### src/rtl/addsub_serial.sv
// addsub_serial: digit-serial two's-complement adder/subtractor.
// A WIDTH-bit operation is processed DIGIT bits per clock through one reused
// ripple slice. Valid/ready handshakes sit on both the operand and the result
// side. Status flags are registered, and an accumulator can stand in for
// operand A to chain operations.
module addsub_serial #(
    parameter int WIDTH = 8,
    parameter int DIGIT = 4
) (
    input  logic             clk,
    input  logic             rst_n,
    input  logic             in_valid,
    output logic             in_ready,
    input  logic [WIDTH-1:0] a,
    input  logic [WIDTH-1:0] b,
    input  logic             sub,
    input  logic             acc_en,
    output logic             out_valid,
    input  logic             out_ready,
    output logic [WIDTH-1:0] sum,
    output logic             carry_out,
    output logic             overflow,
    output logic             zero
);

    localparam int NDIG = WIDTH / DIGIT;
    localparam int CW   = (NDIG > 1) ? $clog2(NDIG) : 1;
    localparam logic [CW-1:0] LAST_CNT = CW'(NDIG - 1);

    typedef enum logic [1:0] {
        IDLE = 2'd0,
        RUN  = 2'd1,
        DONE = 2'd2
    } state_t;

    state_t           state_r;
    state_t           state_s;
    logic [WIDTH-1:0] opa_r;
    logic [WIDTH-1:0] opb_r;
    logic [WIDTH-1:0] sum_r;
    logic [WIDTH-1:0] acc_r;
    logic [CW-1:0]    cnt_r;
    logic             carry_r;
    logic             carry_out_r;
    logic             overflow_r;
    logic             zero_r;
    logic             in_ready_r;
    logic             out_valid_r;

    logic             accept_s;
    logic             last_s;
    logic             release_s;
    logic [DIGIT-1:0] a_sl_s;
    logic [DIGIT-1:0] b_sl_s;
    logic [DIGIT:0]   slice_s;
    logic [WIDTH-1:0] sum_next_s;
    logic             c_msb_s;

    // One ripple slice on the current digit, plus the merged result word.
    always_comb begin
        a_sl_s     = opa_r[int'(cnt_r) * DIGIT +: DIGIT];
        b_sl_s     = opb_r[int'(cnt_r) * DIGIT +: DIGIT];
        slice_s    = {1'b0, a_sl_s} + {1'b0, b_sl_s} + {{DIGIT{1'b0}}, carry_r};
        sum_next_s = sum_r;
        sum_next_s[int'(cnt_r) * DIGIT +: DIGIT] = slice_s[DIGIT-1:0];
        // Carry into the MSB recovered from the MSB sum bit: s = a ^ b ^ cin.
        // This works for any DIGIT, including DIGIT = 1.
        c_msb_s    = opa_r[WIDTH-1] ^ opb_r[WIDTH-1] ^ sum_next_s[WIDTH-1];
    end

    // Handshake qualifiers and next-state selection.
    always_comb begin
        state_s   = state_r;
        accept_s  = (state_r == IDLE) && in_valid;
        last_s    = (state_r == RUN) && (cnt_r == LAST_CNT);
        release_s = (state_r == DONE) && out_ready;
        case (state_r)
            IDLE: begin
                if (in_valid) begin
                    state_s = RUN;
                end else begin
                    state_s = IDLE;
                end
            end
            RUN: begin
                if (last_s) begin
                    state_s = DONE;
                end else begin
                    state_s = RUN;
                end
            end
            DONE: begin
                if (out_ready) begin
                    state_s = IDLE;
                end else begin
                    state_s = DONE;
                end
            end
            default: begin
                state_s = IDLE;
            end
        endcase
    end

    // State register, with the handshake outputs registered from the next state.
    always_ff @(posedge clk or negedge rst_n) begin
        if (!rst_n) begin
            state_r     <= IDLE;
            in_ready_r  <= 1'b1;
            out_valid_r <= 1'b0;
        end else begin
            state_r     <= state_s;
            in_ready_r  <= (state_s == IDLE);
            out_valid_r <= (state_s == DONE);
        end
    end

    // Operand capture, serial digit processing, flag capture and accumulator update.
    always_ff @(posedge clk or negedge rst_n) begin
        if (!rst_n) begin
            opa_r       <= {WIDTH{1'b0}};
            opb_r       <= {WIDTH{1'b0}};
            sum_r       <= {WIDTH{1'b0}};
            acc_r       <= {WIDTH{1'b0}};
            cnt_r       <= {CW{1'b0}};
            carry_r     <= 1'b0;
            carry_out_r <= 1'b0;
            overflow_r  <= 1'b0;
            zero_r      <= 1'b0;
        end else if (accept_s) begin
            // Subtraction is A + ~B + 1: invert B and seed the carry with sub.
            opa_r   <= acc_en ? acc_r : a;
            opb_r   <= b ^ {WIDTH{sub}};
            carry_r <= sub;
            cnt_r   <= {CW{1'b0}};
        end else if (state_r == RUN) begin
            sum_r   <= sum_next_s;
            carry_r <= slice_s[DIGIT];
            if (last_s) begin
                cnt_r       <= {CW{1'b0}};
                carry_out_r <= slice_s[DIGIT];
                overflow_r  <= slice_s[DIGIT] ^ c_msb_s;
                zero_r      <= ~|sum_next_s;
            end else begin
                cnt_r <= cnt_r + CW'(1);
            end
        end else if (release_s) begin
            acc_r <= sum_r;
        end else begin
            acc_r <= acc_r;
        end
    end

    assign in_ready  = in_ready_r;
    assign out_valid = out_valid_r;
    assign sum       = sum_r;
    assign carry_out = carry_out_r;
    assign overflow  = overflow_r;
    assign zero      = zero_r;

endmodule

### config.mk
export PLATFORM = sky130hd
export DESIGN_NAME = addsub_serial
export DESIGN_NICKNAME = d
export VERILOG_FILES = /design/src/rtl/addsub_serial.sv
export SDC_FILE = /design/constraint.sdc
export NUM_CORES = 1
export LEC_CHECK = 0
export CAP_MARGIN = 30
export CORE_MARGIN = 2
export CORE_UTILIZATION = 52
export DETAILED_ROUTE_END_ITERATION = 7
export PLACE_DENSITY_LB_ADDON = 0.2
export SLEW_MARGIN = 20
export SYNTH_ARGS = -nofsm -noshare
export SYNTH_HDL_FRONTEND = slang
export SYNTH_SLANG_ARGS = --single-unit
### constraint.sdc
create_clock -name clk -period 3.2 [get_ports clk]
set_clock_uncertainty 0.15 [all_clocks]
set_input_delay 0.64 -clock clk [delete_from_list [all_inputs] [get_ports clk]]
set_output_delay 0.64 -clock clk [all_outputs]
set_load 0.01 [all_outputs]
======== Yosys cells after proc, flatten, opt, wreduce, memory -nomap -nowiden ========
Cells that the tools add are included.
storage, ports and cells
  word-level logic and storage cells ...... 51
  input bits .............................. 22
  bits in registers ....................... 41
operators by class
  equality and inequality tests ........... 3
  muxes and demuxes ....................... 11
  shift operators ......................... 4
  reduce and logical (&&, ||, !) cells .... 11
  bitwise gates (word level) .............. 6
  $add $sub $neg .......................... 4
operator list
  kind                                                                     number
  3-bit negator with 33-bit output                                         1
  4-bit by 33-bit variable shift with 8-bit output (first input constant)  1
  4-bit by 33-bit indexed part select with 8-bit output                    1
  8-bit by 4-bit indexed part select with 4-bit output                     2
  8-bit bitwise mux                                                        1
  8-bit two-way mux                                                        1
  8-bit OR reduction                                                       1
  8-bit bitwise XOR                                                        1
  1-bit two-way mux                                                        6
  2-bit one-hot mux with 3 select lines                                    1
  3-bit AND reduction                                                      2
  4-bit by 4-bit adder with 5-bit output                                   1
  5-bit by 1-bit adder with 5-bit output                                   1
  2-bit equality test (second input constant)                              2
  2-bit zero test                                                          2
  2-bit two-way mux                                                        2
  1-bit logical AND                                                        3
  1-bit bitwise XOR                                                        3
  2-bit by 1-bit equality test with 1-bit output (second input constant)   1
  1-bit inverter                                                           2
  2-bit AND reduction                                                      1
  2-bit nonzero test                                                       1
  1-bit adder (second input constant)                                      1
  1-bit zero test                                                          1

======== Depth between registers and ports, before layout ========
Gate-level depths: netlist of the first run.
  depth after elaboration ................. 7
  depth in mapped cells ................... 9
  gate-level depth less buffers ........... 8

======== Worst setup path before layout of the first run ========
Ideal clock, no wire load.
  path kind ............................... register -> register
  start ................................... reg cnt_r
  end ..................................... reg zero_r (netlist: zero)
  path buffers ............................ 1
  cell stages (with the launch flop) ...... 9
  required time ........................... 2.984 ns
  setup slack ............................. 0.538 ns
  clock period less this slack ............ 2.662 ns
  arrival ................................. 2.446 ns
  path through ............................ dfrtp_1 buf_2 mux2i_1 fa_1 inv_1 fa_1 or4b_1 nor4_1 a22o_1
between the ends
  longest elaborated chain between the ends .. 7
  elaborated cells on any way between the ends .. 12
RTL lines
  what                                                                            RTL line  source
  from (decl)                                                                     42        logic [CW-1:0] cnt_r;
  from (signal assigned)                                                          125       cnt_r <= {CW{1'b0}};
  from (signal assigned)                                                          135       cnt_r <= {CW{1'b0}};
  from (signal assigned)                                                          140       cnt_r <= {CW{1'b0}};
  8-bit by 4-bit indexed part select with 4-bit output, on equally long branches  61, 62
  4-bit by 4-bit adder with 5-bit output                                          63        slice_s = {1'b0, a_sl_s} + {1'b0, b_sl_s} + {{DIGIT{1'b0}}, carry_r};
  5-bit by 1-bit adder with 5-bit output                                          63
  4-bit by 33-bit indexed part select with 8-bit output                           65        sum_next_s[int'(cnt_r) * DIGIT +: DIGIT] = slice_s[DIGIT-1:0];
  8-bit bitwise mux                                                               65
  8-bit OR reduction                                                              143       zero_r <= ~|sum_next_s;
  1-bit zero test                                                                 143
  to (signal assigned)                                                            143
  to (decl)                                                                       46        logic zero_r;
Parallel ways exist; a longest one is shown, timed or not.
A chain may end at the register's enable or synchronous reset.

======== Worst setup path in the final report of the first run ========
Same ends and word-level chain as after synthesis.

==> results of run 1 <==
==> flip-flops by register name, summed over array words and instances (netlist names) <==
| register | count |
|---|---|
| sum | 8 |
| overflow | 1 |
| zero | 1 |
| opb_r | 8 |
| opa_r | 8 |
| state_r | 2 |
| acc_r | 8 |
| cnt_r | 1 |
| carry_r | 1 |
| out_valid | 1 |
| carry_out | 1 |
| in_ready | 1 |
==> logic make-up (layout without fill, tap and decap cells) <==
logic type | after synthesis | count (layout)
adder cells (fa/ha/maj) | 5 | 5
AO/OA/AOI/OAI | 41 | 41
buffers and inverters | 11 | 46
flip-flops | 41 | 41
multiplexers | 26 | 26
AND/OR/NAND/NOR | 42 | 42
XOR/XNOR | 10 | 10
==> worst register-to-register path, cell delays in order (launching register included) <==
cell	delay, ps
dfrtp_1	630
mux2i_1	180
fa_1	430
inv_1	80
fa_1	450
or4b_1	540
nor4_1	280
a22o_1	170
==> per-stage QoR <==
step	hold slack, ps	cells
after floorplan	194	176
after global placement	319	250
after detailed placement	330	250
after CTS	348	258
after global routing	194	259
final	169	259
==> metal layers <==
metal	GRT usage (%)	share of wire, %
met5	0	0
met4	11.2	3.3
met3	6.34	4.9
met2	32.2	48
met1	28.3	43
==> cell usage after synthesis (all sizes together), types with 2 or more instances <==
library cell | instances | area, µm²
ha | 3 | 37.5
mux2i | 10 | 100
fa | 2 | 40.0
a21oi | 20 | 100
inv | 2 | 7.51
dfrtp | 40 | 1000
nand2 | 11 | 41.3
a211oi | 2 | 20.0
mux2 | 16 | 180
xnor2 | 10 | 87.6
o21ai | 11 | 55.1
nand2b | 3 | 18.8
nor2 | 19 | 71.3
buf | 8 | 38.8
nand3 | 2 | 10.0
a21o | 2 | 17.5
==> how the worst max path moves through the flow <==
| stage | endpoint | slack (ps) | cells after the start |
|---|---|---|---|
| after floorplan | zero$_DFFE_PN0P_ | 540 | 8 |
| after global placement | zero$_DFFE_PN0P_ | 430 | 7 |
| after detailed placement | zero$_DFFE_PN0P_ | 230 | 7 |
| after CTS | zero$_DFFE_PN0P_ | 250 | 7 |
| after global routing | zero$_DFFE_PN0P_ | 80 | 7 |
| final | zero$_DFFE_PN0P_ | 240 | 7 |
==> layout make-up <==
cell class / count / share of cell area (%)
inverters: 2 / 0.307
clock inverters: 1 / 0.204
clock buffers: 7 / 3.12
well taps: 48 / 2.45
flip-flops and latches: 41 / 42.0
repair buffers: 36 / 15.1
multi-input cells: 124 / 36.8
==> report_power, final <==
group | switching, W | internal (W)
Combinational | 0.000712 | 0.000720
Sequential | 0.000214 | 0.000782
Clock | 0.000169 | 0.000153
==> summary.txt, run 1 <==
Global routing
  • First-pass GRT wire length: 6770 µm
  • GRT overflow: 0
  • Largest net degree at the start of global routing: 42
  • Total GRT Usage: 21.5%
  • Number of global-route vias before repair: 1,339
  • Antenna violations before repair: 0

CTS
  • CTS tree: built
  • Setup Fix Bufs, Post-CTS: 0
  • Sink Count: 41
  • CTS Hold Bufs: 0
  • Resized cells post-CTS: 0
  • H-tree depth: 2
  • Root buf cell: clkbuf_8
  • Worst-path clk slew: 70 ps
  • Maximum clock insertion buffer count: 2
  • Clock Latency Late Sink: 290 ps
  • Cts bufs inserted: 5

Routing
  • Final ANT Viol Nets: 0
  • Residual DRC: 0
  • Drt wl/cell: 15.4 µm
  • Routed vias/inst: 5.40
  • DR iter-0 viols: 70
  • First-pass DRT Iterations: 4
  • Routed vias: 1,398
  • Total wire length: 3980 µm

Worst setup path
  • Critical path data required time: 3280 ps
  • Maximum fanout along the worst path: 12
  • Worst setup path category: reg2reg
  • Critical path startpoint: cnt_r$_DFFE_PN0N_
  • CP dominant cell by count: fa_1
  • Buf/Inv on CP: 1
  • CP cell instances: mux2i_1, fa_1, inv_1, fa_1, or4b_1, nor4_1, a22o_1
  • Setup crit end kind: flop
  • Reg2reg end: zero$_DFFE_PN0P_
  • Crit-path max cell delay: 630 ps
  • Flop2flop setup slack: 240 ps
  • Setup crit start kind: flop
  • Reg2Reg Launch Point: cnt_r$_DFFE_PN0N_
  • Worst r2r path cells: 7
  • Family with the most delay on the worst path: adder cells
  • Slowest-stage cell, CP: dfrtp_1
  • Crit path DAT: 3040 ps

Placed design
  • Post-DP HPWL: 2870 µm
  • DP Worst Slack: 232 ps
  • RD Place Congestion: 0.769
  • # port buffers: 34
  • Dpl cell area: 0.00234 mm²

Synth
  • Register area share after synthesis: 51.9%
  • Post-synth EDFFs: 0
  • Asr flop ratio synth: 100%
  • Compound-gate portion of the synthesized area: 12.6%
  • Syn Inst Count: 176
  • Mapped cell area: 0.00198 mm²
  • Mapped Nets: 203
  • Synth Area in XOR/XNOR: 4.43%
  • Flops & latches, synth: 41
  • Post-synthesis mux area share: 14.2%
  • Post-synth top flop: dfrtp_1
  • Total number of yosys warnings: 0
  • Post-Syn Area per Cell: 11.2 µm²
  • Largest family of logic cells by synthesized area: multiplexers
  • Simple-gate share of the synthesized area: 10.4%
  • Synth Area in Adders: 3.92%
  • Unique masters post-synth: 33

Cells and area
  • Post-layout nets: 237
  • Layout area overhead: 23.7%
  • Antenna cells: 0
  • Fillers: 276
  • Layout cells sized above 1: 15.6%
  • Commonest non-fill, non-tap cell in the layout: dfrtp_1
  • Register area: 0.00103 mm²
  • Area of the multi-input gates: 901 µm²
  • Final instance area: 0.00245 mm²
  • Most frequent cells in the layout: 40 x dfrtp_1, 33 x clkdlybuf4s50_1, 20 x a21oi_1
  • Fin util: 66.8%

Timing
  • Fin worst setup slack: 243 ps
  • Period utilization: 92.4%
  • Setup TNS: 0 ps
  • Worst Tran Pin Value: 532 ps
  • Final Hold Violating Endpoints: 0
  • Fin. max-slew vios: 0
  • Period minus WS final: 2960 ps
  • Setup violations, final: 0
  • Slew headroom: 64.5%
  • FMAX: 0.338 GHz
  • Unrepaired setup endpoints after global routing: false

Die
  • Core Box Area: 0.00366 mm²
  • Die W: 65.7 µm
  • # IOs: 35
  • Die Ht: 65.7 µm
  • # rows: 22
  • Initial Util: 54.0%
  • Die area: 0.00431 mm²

Power and ir drop
  • Power consumption: 0.00275 W
  • Pwr per Cell Area: 1120 mW/mm²
  • LEAKAGE: 1.05 nW
  • Maximum VDD drop: 0.554 mV

Run status
  • Status: finished, final reports clean

Job
  • Max-cap violations: 0

Min path
  • Worst min path class: in2async
Note: power is estimated with default switching activity, not from simulation.
==> run 2: changes to the inputs <==
--- a/config.mk
+++ b/config.mk
@@ -5,6 +5,7 @@
 export SDC_FILE = /design/constraint.sdc
 export NUM_CORES = 1
 export LEC_CHECK = 0
+export ABC_AREA = 1
 export CAP_MARGIN = 30
 export CORE_MARGIN = 2
 export CORE_UTILIZATION = 52
==> run 2 against run 1 <==
  * Total power fell by 4.4%
  * Setup slack better by 310 ps
  * Cell area grew 1.4%
  * Cell count rose by 21%
  * Die area increased by 2.8%
  * Global-route usage decreased by 0.46 points
  * Hold slack got worse by 82 ps
  * Sequential share of layout area shrank 0.59 points
  * Non-clock buffer count stayed put
  * Clock power is essentially flat
  * Flip-flop and latch count stayed put
  * Count of clock-buffer cells in the layout unchanged
==> summary.txt, run 2 <==
Synth
  • Asr flop ratio synth: 100% (unchanged)
  • Post-Syn Area per Cell: 8.86 µm² (-21%)
  • Total number of yosys warnings: 0 (unchanged)
  • Most frequent cell after synthesis: nand2_1
  • Synth top area cells: dfrtp_1 49%, nand2_1 9.2%, o21ai_0 7.1%, inv_1 5.2%, a21oi_1 2.7%
  • Register area share after synthesis: 50.4% (-1.5 points)
  • Largest area contributor in the netlist: dfrtp_1
  • Unique masters post-synth: 28 (-15%)
  • Mapped cell area: 0.00204 mm² (+3.0%)
  • Post-synth top cells: 50 x nand2_1, 40 x dfrtp_1, 29 x o21ai_0
  • Post-synth top flop: dfrtp_1
  • Top cell type's share of synthesized area: 49.1% (-1.5 points)
  • Flops & latches, synth: 41 (unchanged)
  • Post-synth EDFFs: 0 (unchanged)
  • Mapped Nets: 257 (+27%)
  • Syn Inst Count: 230 (+31%)

Routing
  • Drt wl/cell: 12.9 µm (-16%)
  • First-pass DRT Iterations: 5 (+1)
  • Residual DRC: 0 (unchanged)
  • Final ANT Viol Nets: 0 (unchanged)
  • Routed vias: 1,619 (+16%)
  • Total wire length: 4040 µm (+1.3%)
  • DR iter-0 viols: 148 (+110%)
  • Routed vias/inst: 5.17 (-4.2%)

Cells and area
  • Fillers: 323 (+17%)
  • Finished Layout Cells: 313 (+21%)
  • Layout area overhead: 21.9%
  • Fin util: 66.8% (about the same)
  • Antenna cells: 0 (unchanged)
  • Most frequent cells in the layout: 50 x nand2_1, 40 x dfrtp_1, 33 x clkdlybuf4s50_1
  • Commonest non-fill, non-tap cell in the layout: nand2_1
  • Layout cells sized above 1: 7.55% (-8.1 points)
  • Post-layout nets: 291 (+23%)

Global routing
  • Antenna violations before repair: 0 (unchanged)
  • First-pass GRT wire length: 6730 µm (-0.50%)
  • GRT overflow: 0 (unchanged)
  • Number of global-route vias before repair: 1,501 (+12%)
  • Total GRT Usage: 21.1% (-0.46 points)
  • Largest net degree at the start of global routing: 42 (unchanged)

Power and ir drop
  • Clk pwr share: 12.2% (+0.5 points)
  • Power consumption: 0.00263 W (-4.4%)
  • Internal power: 0.00148 W (-11%)
  • Comb power frac: 51.7% (-0.4 points)
  • Sw Ratio: 43.6% (+3.8 points)
  • Seq pwr share: 36.1% (about the same)
  • Pwr per Cell Area: 1060 mW/mm² (-5.8%)
  • Sw power: 0.00115 W (+4.7%)
  • Maximum VDD drop: 0.601 mV (+8.5%)
  • LEAKAGE: 1.18 nW (+12%)

Min path
  • Worst min path class: in2async

Placed design
  • # port buffers: 34 (unchanged)
  • DP Worst Slack: 532 ps (+300 ps)
  • Post-DP HPWL: 2990 µm (+4.3%)
  • Placed insts: 304 (+22%)
  • RD Place Congestion: 0.854 (+11%)

Worst setup path
  • Setup crit end kind: flop
  • Critical path data required time: 3290 ps (about the same)
  • Worst setup path category: reg2reg
  • Slowest-stage cell, CP: dfrtp_1
  • CP cell instances: o21ai_0, fa_1, inv_1, fa_1, inv_1, nand2_1, nor4_1, nand4_1, nand2_1
  • Crit path DAT: 2740 ps (-300 ps)
  • Crit-path max cell delay: 680 ps (+50 ps)
  • Setup crit start kind: flop
  • Maximum fanout along the worst path: 20 (+8)

Die
  • # IOs: 35 (unchanged)
  • Die W: 66.6 µm (+1.4%)
  • Die area: 0.00443 mm² (+2.8%)
  • # rows: 22 (unchanged)
  • Initial Util: 54.8% (+0.78 points)
  • Core Box Area: 0.00372 mm² (+1.5%)
  • Die Ht: 66.6 µm (+1.4%)

CTS
  • CTS Hold Bufs: 0 (unchanged)
  • Clock Latency Late Sink: 290 ps (about the same)
  • Maximum clock insertion buffer count: 2 (unchanged)
  • H-tree depth: 2 (unchanged)
  • Resized cells post-CTS: 0 (unchanged)
  • Worst-path clk slew: 80 ps (about the same)
  • Setup Fix Bufs, Post-CTS: 0 (unchanged)
  • Cts bufs inserted: 5 (unchanged)
  • CTS tree: built
  • Root buf cell: clkbuf_8
  • Sink Count: 41 (unchanged)

Timing
  • Slew headroom: 64.2% (-0.32 points)
  • FMAX: 0.377 GHz (+12%)
  • Unrepaired setup endpoints after global routing: false
  • Setup TNS: 0 ps (unchanged)
  • Period minus WS final: 2650 ps (-308 ps)
  • Period utilization: 82.8% (-9.6 points)
  • Setup violations, final: 0 (unchanged)
  • Final Hold Violating Endpoints: 0 (unchanged)
  • Fin worst setup slack: 550 ps (+308 ps)
  • Fin. max-slew vios: 0 (unchanged)
  • Worst Tran Pin Value: 535 ps (+3.09 ps)

Job
  • Max-cap violations: 0 (unchanged)

Run status
  • Status: finished, final reports clean
==> run 2: cell count changes after synthesis, sizes merged, moves of 2 or more <==
cell,before,now
o21ai,11,31
a21o,2,0
nand2b,3,0
mux2,16,2
o211ai,0,5
a21oi,20,12
inv,2,30
nor2,19,15
a211oi,2,0
nand2,11,52
xor2,0,6
nand3,2,11
xnor2,10,3
mux2i,10,3
==> run 2: through the flow <==
step,area (µm²),hold slack [ps]
after CTS,2460,329
after global placement,2380,317
after global routing,2480,102
after floorplan,2040,194
after detailed placement,2380,314
final,2480,86.8
==> run 2: routing by layer <==
layer / routed length (µm) / GRT usage (%)
met1: 1880 / 27.0
met2: 1890 / 33.6
met3: 202 / 6.59
met4: 60 / 7.65
met5: 0 / 0
==> run 2: area by class of cell <==
type                       instances  area, µm²  area share [%]
sequential                        41       1030            41.4
multi-input combinational        150        838            33.8
timing repair buffer              36        363            14.6
inverter                          30        113            4.54
clock buffer                       7       76.3            3.07
tap                               48       60.1            2.42
clock inverter                     1       5.00           0.202
==> run 2: worst max-delay path: cells and delay by family (launching register included) <==
family | cells | cell delay [ps]
simple gates | 4 | 520
buf+inv | 2 | 180
fa+ha+maj | 2 | 830
flops | 1 | 680
compound gates | 1 | 240
==> run 2: path summary, 6_finish.rpt <==
kind / start / endpoint / slack, ps / cells after the start
max: cnt_r$_DFFE_PN0N_ / zero$_DFFE_PN0P_ / 550 / 9
min: rst_n / opb_r[5]$_DFFE_PN0P_ / 90 / 1
max reg2reg: cnt_r$_DFFE_PN0N_ / zero$_DFFE_PN0P_ / 550 / 9
min reg2reg: overflow$_DFFE_PN0P_ / overflow$_DFFE_PN0P_ / 340 / 2
max in group asynchronous: rst_n / in_ready$_DFF_PN1_ / 2280 / 2
min in group clk: overflow$_DFFE_PN0P_ / overflow$_DFFE_PN0P_ / 340 / 2
==> run 2: power by group through the flow <==
stage | Sequential, W | Clock [W] | Combinational, W
after floorplan | 0.000931 | 0 | 0.000977
after global placement | 0.000948 | 0 | 0.00133
after detailed placement | 0.000952 | 0 | 0.00137
after CTS | 0.000948 | 0.000330 | 0.00137
after global routing | 0.000979 | 0.000353 | 0.00157
final | 0.000948 | 0.000322 | 0.00136
==> run 2: cells by family after synthesis <==
| family | Yosys count | synth area share [%] |
|---|---|---|
| DFF | 41 | 50.4 |
| muxes | 5 | 2.58 |
| buffers and inverters | 39 | 8.42 |
| xor gates and xnor gates | 9 | 3.87 |
| AOI/OAI and AO/OA | 51 | 13.6 |
| adders and majority gates | 5 | 3.81 |
| and+or+nand+nor | 80 | 17.3 |
==> run 3: changes to the inputs <==
==> constraint.sdc (replaced) <==
create_clock -name clk -period 2.76 [get_ports clk]
set_clock_uncertainty 0.15 [all_clocks]
set_input_delay 0.552 -clock clk [delete_from_list [all_inputs] [get_ports clk]]
set_output_delay 0.552 -clock clk [all_outputs]
set_load 0.01 [all_outputs]
==> run 3 against run 2 <==
  * The run now ends with negative hold slack left
  * Sequential power increased by 13%
  * Non-clock buffer count rose by 1
  * Setup slack worse by 190 ps
  * Total power up 17%
  * Fmax is 10% higher
  * Die area stayed put
  * Sequential share of layout area shrank 0.12 points
  * Combinational power increased by 20%
  * Core utilization rose by 0.20 points
  * Cell area increased by 0.30%
  * Largest power group unchanged
==> summary.txt, run 3 (synthesized netlist as in run 2, its figures left out) <==
Run status
  • Status: complete, but fails checks
  • Violated checks: negative hold slack

Die
  • # rows: 22 (unchanged)
  • Initial Util: 54.8% (unchanged)
  • Core Box Area: 0.00372 mm² (unchanged)
  • Die Ht: 66.6 µm (unchanged)
  • # IOs: 35 (unchanged)
  • Die W: 66.6 µm (unchanged)
  • Die area: 0.00443 mm² (unchanged)

CTS
  • Resized cells post-CTS: 0 (unchanged)
  • Maximum clock insertion buffer count: 2 (unchanged)
  • Root buf cell: clkbuf_8
  • CTS Hold Bufs: 0 (unchanged)
  • Worst-path clk slew: 80 ps (about the same)
  • Setup Fix Bufs, Post-CTS: 0 (unchanged)
  • Clock Latency Late Sink: 300 ps (about the same)
  • Sink Count: 41 (unchanged)
  • H-tree depth: 2 (unchanged)
  • CTS tree: built
  • Cts bufs inserted: 5 (unchanged)

Timing
  • Slew headroom: 64.7% (+0.47 points)
  • Setup TNS: 0 ps (unchanged)
  • Period utilization: 87.0% (+4.2 points)
  • Fin. max-slew vios: 0 (unchanged)
  • Fin worst setup slack: 360 ps (-191 ps)
  • Setup violations, final: 0 (unchanged)
  • Period minus WS final: 2400 ps (-249 ps)
  • FMAX: 0.417 GHz (+10%)
  • Final Hold Violating Endpoints: 11 (+11)
  • Worst Tran Pin Value: 529 ps (-6.83 ps)
  • Min Hold Slack: -23.0 ps (-110 ps)
  • Unrepaired setup endpoints after global routing: false

Power and ir drop
  • Power consumption: 0.00308 W (+17%)
  • LEAKAGE: 1.19 nW (+0.42%)
  • Comb power frac: 52.9% (+1.2 points)
  • Internal power: 0.00173 W (+17%)
  • Clk pwr share: 12.2% (about the same)
  • Seq pwr share: 34.8% (-1.3 points)
  • Sw Ratio: 43.7% (+0.079 points)
  • Maximum VDD drop: 0.628 mV (+4.4%)
  • Pwr per Cell Area: 1240 mW/mm² (+17%)
  • Sw power: 0.00135 W (+17%)

Routing
  • DR iter-0 viols: 120 (-19%)
  • First-pass DRT Iterations: 4 (-1)
  • Routed vias/inst: 5.17 (about the same)
  • Drt wl/cell: 13.2 µm (+2.5%)
  • Final ANT Viol Nets: 0 (unchanged)
  • Total wire length: 4150 µm (+2.8%)
  • Residual DRC: 0 (unchanged)
  • Routed vias: 1,623 (+0.25%)

Global routing
  • First-pass GRT wire length: 6770 µm (+0.50%)
  • Antenna violations before repair: 0 (unchanged)
  • GRT overflow: 0 (unchanged)
  • Met1 usage: 28.1% (+1.1 points)
  • Total GRT Usage: 20.9% (-0.18 points)
  • Met3 usage: 4.22% (-2.4 points)
  • Number of global-route vias before repair: 1,479 (-1.5%)
  • Met2 usage: 33.1% (-0.50 points)
  • Gr busiest metal: met2
  • Largest net degree at the start of global routing: 42 (unchanged)

Cells and area
  • Fin util: 67.0% (+0.20 points)
  • Layout area overhead: 22.2%
  • Register area: 0.00103 mm² (unchanged)
  • Antenna cells: 0 (unchanged)
  • Commonest non-fill, non-tap cell in the layout: nand2_1
  • Layout cells sized above 1: 7.89% (+0.35 points)
  • Fillers: 327 (+1.2%)
  • Finished Layout Cells: 314 (+0.32%)
  • Most frequent cells in the layout: 50 x nand2_1, 40 x dfrtp_1, 33 x clkdlybuf4s50_1
  • Area of the multi-input gates: 838 µm² (unchanged)
  • Post-layout nets: 292 (+0.34%)

Worst setup path
  • Reg2reg end: zero$_DFFE_PN0P_
  • Maximum fanout along the worst path: 7 (-65%)
  • Worst r2r path cells: 10 (+1)
  • Crit path DAT: 2480 ps (-260 ps)
  • Setup crit start kind: flop
  • Flop2flop setup slack: 360 ps (-190 ps)
  • Reg2Reg Launch Point: cnt_r$_DFFE_PN0N_
  • Worst setup path category: reg2reg
  • Critical path data required time: 2840 ps (-450 ps)
  • Setup crit end kind: flop

Min path
  • Worst min path class: in2async

Placed design
  • RD Place Congestion: 0.827 (-3.2%)
  • Post-DP HPWL: 3040 µm (+1.6%)
  • DP Worst Slack: 406 ps (-126 ps)
  • # port buffers: 34 (unchanged)
  • Placed insts: 305 (+0.33%)

Job
  • Max-cap violations: 0 (unchanged)
run 3: worst max-delay path: stages (launching register included):
cell and delay [ps]:
dfrtp_1 440, nand2_1 80, o21ai_0 120, fa_1 430
inv_1 100, fa_1 420, inv_1 100, nand2_1 50
nor4_1 260, nand4_1 120, nand2_1 70
run 3: stage by stage:
step	cell area (µm²)	hold slack [ps]
final	2490	-23.0
after global routing	2490	0.387
after CTS	2470	261
after detailed placement	2390	320
after global placement	2390	319
after floorplan	2040	106
run 3: final cells by class:
type                    count  share of cell area (%)
flip-flops and latches     41                    41.3
repair buffers             37                    14.9
clock inverters             1                   0.201
clock buffers               7                    3.07
multi-input cells         150                    33.7
well taps                  48                    2.41
inverters                  30                    4.52
run 3: worst max path at each step:
stage                 startpoint  slack (ps)  depth (start not counted)                to
2_1_floorplan  cnt_r$_DFFE_PN0N_         330                         12  zero$_DFFE_PN0P_
3_3_place_gp   cnt_r$_DFFE_PN0N_         540                         10  zero$_DFFE_PN0P_
3_5_place_dp   cnt_r$_DFFE_PN0N_         410                         10  zero$_DFFE_PN0P_
4_1_cts        cnt_r$_DFFE_PN0N_         390                         10  zero$_DFFE_PN0P_
5_1_grt        cnt_r$_DFFE_PN0N_         120                         10  zero$_DFFE_PN0P_
6_report       cnt_r$_DFFE_PN0N_         360                         10  zero$_DFFE_PN0P_
run 3: power groups by stage:
stage / Sequential, W / Clock (W) / Combinational, W
2_1_floorplan: 0.00108 / 0 / 0.00113
3_3_place_gp: 0.00108 / 0 / 0.00158
5_1_grt: 0.00111 / 0.000404 / 0.00187
4_1_cts: 0.00108 / 0.000383 / 0.00165
6_report: 0.00107 / 0.000376 / 0.00163
3_5_place_dp: 0.00108 / 0 / 0.00164
run 3: routing by layer:
layer | share of wire [%] | routed length, µm
met3 | 4.8 | 200
met2 | 47 | 1940
met1 | 47 | 1930
met4 | 1.8 | 74
met5 | 0 | 0
